==> src/rtl/loader_pkg.sv <==
// Shared types and constants for the boot image loader.
package loader_pkg;

  typedef enum logic [2:0] {IDLE, LEN, DATA, WRITE, DONE} loader_state_t;

  localparam int unsigned LEN_BYTES  = 4;
  localparam int unsigned WORD_BYTES = 4;

endpackage

==> src/rtl/instr_mem_loader_byte_packer.sv <==
// Four-lane little-endian byte-to-word assembler with byte-enable accumulation.
module byte_packer
  import loader_pkg::*;
(
  input  logic                      clk_i,
  input  logic                      rst_i,
  input  logic                      clear_i,
  input  logic                      push_i,
  input  logic [7:0]                byte_i,
  output logic [1:0]                lane_o,
  output logic [8*WORD_BYTES-1:0]   word_o,
  output logic [WORD_BYTES-1:0]     be_o
);

  logic [1:0]              lane_q;
  logic [8*WORD_BYTES-1:0] word_q;
  logic [WORD_BYTES-1:0]   be_q;

  assign lane_o = lane_q;

  // word_o/be_o already include the byte being pushed this cycle, so the
  // caller can latch a complete word on the same edge the last lane arrives.
  always_comb begin
    word_o = word_q;
    be_o   = be_q;
    if (push_i) begin
      word_o[8*lane_q +: 8] = byte_i;
      be_o[lane_q]          = 1'b1;
    end
  end

  always_ff @(posedge clk_i) begin
    if (!rst_i || clear_i) begin
      lane_q <= '0;
      word_q <= '0;
      be_q   <= '0;
    end else if (push_i) begin
      lane_q <= lane_q + 2'd1;
      word_q <= word_o;
      be_q   <= be_o;
    end
  end

endmodule

==> src/rtl/instr_mem_loader.sv <==
// Boot loader: receives a length-prefixed byte image and writes it as
// little-endian words into instruction memory, holding the core in reset.
module instr_mem_loader
  import loader_pkg::*;
#(
  parameter int unsigned MEM_SIZE  = 1024,
  parameter int unsigned BASE_ADDR = 0
) (
  input  logic        clk_i,
  input  logic        rst_i,
  input  logic [7:0]  byte_i,
  input  logic        byte_valid_i,
  output logic        byte_ready_o,
  output logic        mem_we_o,
  output logic [31:0] mem_addr_o,
  output logic [31:0] mem_wdata_o,
  output logic [3:0]  mem_be_o,
  output logic        core_rst_o,
  output logic        busy_o,
  output logic        done_o,
  output logic        err_o
);

  localparam logic [31:0] BASE  = 32'(BASE_ADDR);
  localparam logic [31:0] LIMIT = 32'(MEM_SIZE - BASE_ADDR);

  loader_state_t state_q;
  logic [31:0]   len_q;
  logic [31:0]   load_len_q;
  logic [1:0]    hdr_cnt_q;
  logic [31:0]   byte_cnt_q;
  logic [29:0]   word_idx_q;

  logic          byte_ready_q;
  logic          mem_we_q;
  logic [31:0]   mem_addr_q;
  logic [31:0]   mem_wdata_q;
  logic [3:0]    mem_be_q;
  logic          core_rst_q;
  logic          busy_q;
  logic          done_q;
  logic          err_q;

  logic          accept;
  logic          push;
  logic          pk_clear;
  logic [31:0]   len_next;
  logic [31:0]   byte_cnt_inc;
  logic [1:0]    pk_lane;
  logic [31:0]   pk_word;
  logic [3:0]    pk_be;

  assign accept       = byte_valid_i && byte_ready_q;
  assign len_next     = {byte_i, len_q[31:8]};
  assign byte_cnt_inc = byte_cnt_q + 32'd1;
  // Bytes beyond the memory limit are acknowledged but never reach the packer.
  assign push         = (state_q == DATA) && accept && (byte_cnt_q < load_len_q);
  assign pk_clear     = (state_q == WRITE);

  byte_packer u_packer (
    .clk_i   (clk_i),
    .rst_i   (rst_i),
    .clear_i (pk_clear),
    .push_i  (push),
    .byte_i  (byte_i),
    .lane_o  (pk_lane),
    .word_o  (pk_word),
    .be_o    (pk_be)
  );

  always_ff @(posedge clk_i) begin
    if (!rst_i) begin
      state_q      <= IDLE;
      len_q        <= '0;
      load_len_q   <= '0;
      hdr_cnt_q    <= '0;
      byte_cnt_q   <= '0;
      word_idx_q   <= '0;
      byte_ready_q <= 1'b0;
      mem_we_q     <= 1'b0;
      mem_addr_q   <= BASE;
      mem_wdata_q  <= '0;
      mem_be_q     <= '0;
      core_rst_q   <= 1'b1;
      busy_q       <= 1'b0;
      done_q       <= 1'b0;
      err_q        <= 1'b0;
    end else begin
      case (state_q)
        IDLE: begin
          state_q      <= LEN;
          byte_ready_q <= 1'b1;
          busy_q       <= 1'b1;
        end
        LEN: begin
          if (accept) begin
            len_q     <= len_next;
            hdr_cnt_q <= hdr_cnt_q + 2'd1;
            if (hdr_cnt_q == 2'(LEN_BYTES - 1)) begin
              err_q      <= (len_next > LIMIT);
              load_len_q <= (len_next > LIMIT) ? LIMIT : len_next;
              if (len_next == '0) begin
                state_q      <= DONE;
                byte_ready_q <= 1'b0;
                busy_q       <= 1'b0;
                core_rst_q   <= 1'b0;
                done_q       <= 1'b1;
              end else begin
                state_q <= DATA;
              end
            end
          end
        end
        DATA: begin
          if (accept) begin
            byte_cnt_q <= byte_cnt_inc;
            if (push) begin
              if (pk_lane == 2'd3 || byte_cnt_inc == load_len_q) begin
                state_q      <= WRITE;
                byte_ready_q <= 1'b0;
                mem_we_q     <= 1'b1;
                mem_addr_q   <= BASE + {word_idx_q, 2'b00};
                mem_wdata_q  <= pk_word;
                mem_be_q     <= pk_be;
              end
            end else if (byte_cnt_inc == len_q) begin
              state_q      <= DONE;
              byte_ready_q <= 1'b0;
              busy_q       <= 1'b0;
              core_rst_q   <= 1'b0;
              done_q       <= 1'b1;
            end
          end
        end
        WRITE: begin
          mem_we_q    <= 1'b0;
          mem_wdata_q <= '0;
          mem_be_q    <= '0;
          word_idx_q  <= word_idx_q + 30'd1;
          if (byte_cnt_q == len_q) begin
            state_q    <= DONE;
            busy_q     <= 1'b0;
            core_rst_q <= 1'b0;
            done_q     <= 1'b1;
          end else begin
            state_q      <= DATA;
            byte_ready_q <= 1'b1;
          end
        end
        DONE: begin
          state_q <= DONE;
        end
        default: state_q <= IDLE;
      endcase
    end
  end

  assign byte_ready_o = byte_ready_q;
  assign mem_we_o     = mem_we_q;
  assign mem_addr_o   = mem_addr_q;
  assign mem_wdata_o  = mem_wdata_q;
  assign mem_be_o     = mem_be_q;
  assign core_rst_o   = core_rst_q;
  assign busy_o       = busy_q;
  assign done_o       = done_q;
  assign err_o        = err_q;

endmodule

==> config.mk <==
export PLATFORM = sky130hd
export DESIGN_NAME = instr_mem_loader
export DESIGN_NICKNAME = d
export VERILOG_FILES = /design/src/rtl/loader_pkg.sv /design/src/rtl/instr_mem_loader_byte_packer.sv /design/src/rtl/instr_mem_loader.sv
export SDC_FILE = /design/constraint.sdc
export NUM_CORES = 1
export LEC_CHECK = 0
export ABC_AREA = 0
export ABC_CLOCK_PERIOD_IN_PS = 5600
export CORE_MARGIN = 1.5
export CORE_UTILIZATION = 54
export DETAILED_ROUTE_END_ITERATION = 7
export DONT_BUFFER_PORTS = 1
export PLACE_DENSITY = 0.79
export SYNTH_ARGS = -nofsm -noshare
export SYNTH_HDL_FRONTEND = slang
export SYNTH_SLANG_ARGS = --single-unit
==> constraint.sdc <==
create_clock -name clk_i -period 5.6 [get_ports clk_i]
set_input_delay 1.12 -clock clk_i [delete_from_list [all_inputs] [get_ports clk_i]]
set_output_delay 1.12 -clock clk_i [all_outputs]
set_load 0.03 [all_outputs]
After elaboration in Yosys (flattened, before gate mapping)
Cells that the tools add are included.
- register bits: 241
- output and inout bits: 74
- logic and storage cells: 119
- add/sub/neg operators: 5
- magnitude comparators: 4
- eq/ne operators: 21
- shifts and indexed selects: 2
- muxes and demuxes: 47
- bitwise gates (word level): 1
- reductions and logical operators: 21
- operators by type and width (kind ; number):
    $mux W32 ; 4
    $eq A32 B32 Y1 ; 3
    $pmux W32 S2 ; 1
    $neg A5 Y34 ; 1
    $shift A8 B34 Y32 const A ; 1
    $shiftx A8 B34 Y32 ; 1
    $add A32 B1 Y32 const B ; 1
    $bwmux W32 ; 1
    $gt A32 B11 Y1 const B ; 1
    $logic_not A32 Y1 ; 1
    $lt A32 B32 Y1 ; 1
    $add A30 B1 Y30 const B ; 1
    $mux W3 ; 8
    $reduce_and A8 Y1 ; 3
    $mux W1 ; 22
    $ne A2 B2 Y1 const B ; 8
    $pmux W3 S5 ; 1
    $mux W4 ; 3
    $pmux W1 S4 ; 2
    $pmux W4 S2 ; 1
    $reduce_and A4 Y1 ; 2
    $eq A3 B2 Y1 const B ; 2
    $ne A3 B2 Y1 const B ; 2
    $pmux W1 S3 ; 2
    other kinds (20) ; 28

Depth between registers and ports, before layout
- word-level depth: 9
- gate-level depth with buffers: 13
- gate-level depth less buffers: 11

Modules after synthesis
Synthesis repeated with hierarchy kept, for this count alone.
- cell total of the unflattened synthesis: 1538
- area, all modules: 12479.5 sq um
- by module, submodules not included (module ; times used ; cells an instance ; area an instance (sq um) ; sequential area each (sq um)):
    instr_mem_loader ; 1 ; 1351 ; 10689.0 ; 4063.9
    byte_packer ; 1 ; 187 ; 1790.5 ; 760.7

Least setup slack after synthesis
No wires, ideal clock.
- path type: input port to flip-flop
- from: in byte_valid_i
- to: reg u_packer.word_q[30]
- arrival: 3178 ps
- data required time: 5514 ps
- setup slack: 2336 ps
- stages: 9
- path buffers: 2
- cell sequence: nand2_1 -> nor3_2 -> o211a_1 -> o21ai_0 -> a211oi_1 -> clkbuf_1 -> clkbuf_1 -> nor2_1 -> a211oi_1
- longest elaborated chain between the ends: 3
- ends and longest elaborated chain (item ; RTL line ; source):
    start, declared ; instr_mem_loader.sv:12 ; input logic byte_valid_i,
    $logic_and A1 B1 Y1 ; instr_mem_loader.sv:53 ; assign accept = byte_valid_i && byte_ready_q;
    $logic_and A1 B1 Y1 (2 in a row) ; instr_mem_loader.sv:57 ; assign push = (state_q == DATA) && accept && (byte_cnt_q < load_len_q);
    end signal, assigned ; instr_mem_loader_byte_packer.sv:39 ; word_q <= word_o;
    end, declared ; instr_mem_loader_byte_packer.sv:16 ; logic [8*WORD_BYTES-1:0] word_q;
Every way passes these cells.
A chain may end at the register's enable or synchronous reset.

Final worst setup path
- from: reg byte_cnt_q[4]
- to: reg mem_addr_q[27], in the netlist mem_addr_o[27]
- longest elaborated chain between the ends: 4
- elaborated cells between the ends (all ways): 6
- those cells by class: add/sub (1); order compare (1); eq/ne (1); reduce/logical (3)
- ends and longest elaborated chain (item ; RTL line ; source):
    start, declared ; instr_mem_loader.sv:31 ; logic [31:0] byte_cnt_q;
    start signal, assigned ; instr_mem_loader.sv:116 ; byte_cnt_q <= byte_cnt_inc;
    $add A32 B1 Y32 ; instr_mem_loader.sv:55 ; assign byte_cnt_inc = byte_cnt_q + 32'd1;
    $eq A32 B32 Y1 ; instr_mem_loader.sv:118 ; if (pk_lane == 2'd3 || byte_cnt_inc == load_len_q) begin
    $logic_or A1 B1 Y1 ; instr_mem_loader.sv:118 ;
    $reduce_and A4 Y1 (no source line) (*) ; -- ;
    end signal, assigned ; instr_mem_loader.sv:122 ; mem_addr_q <= BASE + {word_idx_q, 2'b00};
    end, declared ; instr_mem_loader.sv:36 ; logic [31:0] mem_addr_q;
Every way passes the cells marked *; elsewhere a longest branch is shown, timed or not.

==> out/results.ini <==
[logic_synthesis]
synthFlopType = dfxtp_1
synth_area_leaders = dfxtp_1 (38%), xnor2_1 (7.1%), nand2_1 (5.8%), ha_1 (4.3%), o21ai_0 (3.2%)
ys_async_sr_fraction = 0
ys_types = 78
avgSynthCellArea_sq_um = 8.41
mappedNetlistArea_sq_um = 12600
ys_warn_count = 0
synth_area_leader_cell = dfxtp_1
synth-edff-count = 0
synth-seq-cells = 241
synth-seq-area-share = 0.382
yosys.area.top_type_share = 0.382
synth_cells = 1503

[final_layout]
fill_cells = 1952
fin_nets = 1495
antenna_cells = 0
most-common-layout-cells = dfxtp_1 (241), nand2_1 (196), xnor2_1 (102)
drive_above_1_share = 0.0527
area_growth_pct = 7.82
post-route-util = 0.598
mostFrequentLayoutCell = dfxtp_1

[place]
place.gp.congestion = 0.938
port_buffers = 0
place_ws_ns = 1.43
hpwl_mm = 22.5

[timing]
slew_headroom = 0.360
timing_hold_violations_final = 0
fmax_mhz = 235
setup_slack_ns = 1.34
skew_ns = 0.0157
period_share = 0.760
grt_setup_unrepaired = false
period_minus_slack_ns = 4.26
finalSetupViolations = 0
maxSlewViolCount = 0
worstMarginPinSlew_ns = 0.953
tns_ns = 0

[floorplanning]
dieArea_sq_um = 24300
rows = 55
die_w_um = 156
core_area_sq_um = 22800
dieHeight_um = 156
start_util = 0.555
ios = 85

[clock_network]
clkTransAtPathRegs_ns = 0.06
clock_latency_ns = 0.55
cts_setup_buffers = 0
cts_tree = built
cts_max_level = 1
cts-resized-gates = 0
cts-root-buf = clkbuf_16
cts_sinks = 241
cts.path.max_buffers = 3
cts_buffers = 26
hold_buffers = 0

[global_route]
use_met1 = 0.369
grtUsageMet2 = 0.419
grtUsageTotal = 0.269
grt_max_degree = 203
antenna_found_initial = 0
grt-busiest-layer = met2
grt-ovfl-total = 0
grt_pass1_wl_mm = 52.9
use_met3 = 0.0533
grt_pass1_vias = 10000

[critical_path]
worstPathArrival_ns = 4.73
critical_path.cell_chain = nand2_1 > nor4_1 > or4b_1 > a22oi_1 > o2111ai_1 > nor4_4 > a31oi_1 > nor2_4 > buf_4 > mux2i_1
rr_worst_depth = 10
cp-end-kind = register
r2r_end = mem_addr_o[27]
r2r_start = byte_cnt_q[4]
critPathMaxFanout = 31
r2r_setup_slack_ns = 1.34
critPathMaxStageDelay_ns = 0.64
critPathLaunchType = register
cp.required_ns = 6.07
critPathKind = reg2reg
crit_path_top_delay_cell = dfxtp_1

[run_status]
status = finished, final reports clean

[flow_run]
maxCapViolations = 0

[drt]
drt_iter0_drc = 1037
drc = 0
wl_per_cell_um = 18.3
drtAntennaViolNets = 0
routed_via_density = 5.93
drt-total-wl_mm = 32.5
dr.pass1.iters = 5
via_count = 10500

[min_path]
holdCritPathClass = reg2reg
min_to = hdr_cnt_q[1]
min_from = hdr_cnt_q[1]
min_path_cells = 2

[power]
irDropWorstVdd_uv = 271
p_leak_uw = 0.00488
power_density_nw_per_um2 = 286

==> sequential cells by signal, indices dropped and copies added, names as in the netlist <==
signal / cells
u_packer.be_q: 4
load_len_q: 32
byte_ready_o: 1
u_packer.word_q: 32
core_rst_o: 1
mem_wdata_o: 32
word_idx_q: 30
len_q: 32
mem_addr_o: 30
busy_o: 1
mem_we_o: 1
err_o: 1
state_q: 3
u_packer.lane_o: 2
done_o: 1
mem_be_o: 4
hdr_cnt_q: 2
byte_cnt_q: 32
==> cell usage after synthesis (34+ instances only) <==
master and count:
a211oi_1 39, a21boi_0 49, a21oi_1 53, and2_1 53, and3_1 34, clkbuf_1 74
dfxtp_1 241, ha_1 43, inv_1 45, nand2_1 196, nor2_1 76, nor2b_1 45
o21ai_0 82, xnor2_1 102, xor2_1 41
==> kinds of logic (layout without fill, tap and decap cells) <==
| logic type | count (synthesis) | in the layout | share of synthesized area |
|---|---|---|---|
| adder cells (fa/ha/maj) | 44 | 44 | 0.0434 |
| XOR/XNOR | 143 | 143 | 0.0991 |
| other | 1 | 2 | 0.000297 |
| buffers and inverters | 150 | 107 | 0.0510 |
| AND/OR/NAND/NOR | 581 | 581 | 0.243 |
| flip-flops | 241 | 241 | 0.382 |
| AO/OA/AOI/OAI | 310 | 310 | 0.156 |
| multiplexers | 33 | 33 | 0.0262 |
==> per-stage QoR <==
step	instances	power (uW)	hold WS (ns)	cell area (sq um)
CTS	1774	3910	0.475	13600
floorplan	1504	2050	0.437	12600
finish	1774	3900	0.474	13600
global route	1774	4020	0.492	13600
detailed placement	1726	2120	0.458	12700
global placement	1726	2110	0.449	12700
==> critical path: cells and delay by family (launching register included) <==
family	cells	cell delay, ns
AND/OR/NAND/NOR	5	2.13
AO/OA/AOI/OAI	3	0.65
flip-flops	1	0.64
buffers and inverters	1	0.44
multiplexers	1	0.27
==> layer usage <==
layer | part of all wire | up-vias | wire, um
li1 | - | 5081 | -
met1 | 0.45 | 5000 | 14500
met2 | 0.45 | 368 | 14600
met3 | 0.073 | 75 | 2380
met4 | 0.032 | 0 | 1060
met5 | 0 | - | 0
==> where the power goes <==
| group | switching, uW | internal [uW] |
|---|---|---|
| clock network | 718 | 1090 |
| registers | 69.4 | 1740 |
| logic | 185 | 97.5 |
==> how the worst max path moves through the flow <==
stage                                to  cells past startpoint     startpoint  slack, ns
floorplan           u_packer.word_q[30]                      9   byte_valid_i       2.34
global placement         mem_addr_o[28]                     10  byte_cnt_q[4]       1.57
detailed placement       mem_addr_o[15]                     11  byte_cnt_q[1]       1.43
CTS                      mem_addr_o[27]                     11  byte_cnt_q[1]       1.44
global route             mem_addr_o[27]                     11  byte_cnt_q[1]       1.06
finish                   mem_addr_o[27]                     10  byte_cnt_q[4]       1.34
==> layout make-up <==
cell class / count / area, sq um / area share
inverter: 45 / 169 / 0.0124
sequential: 241 / 4820 / 0.354
clock inverter: 9 / 148 / 0.0108
clock buffer: 39 / 769 / 0.0565
timing repair buffer: 14 / 105 / 0.00771
multi-input combinational: 1113 / 7220 / 0.530
tap: 313 / 392 / 0.0287
(Power assumes the default switching activity.)
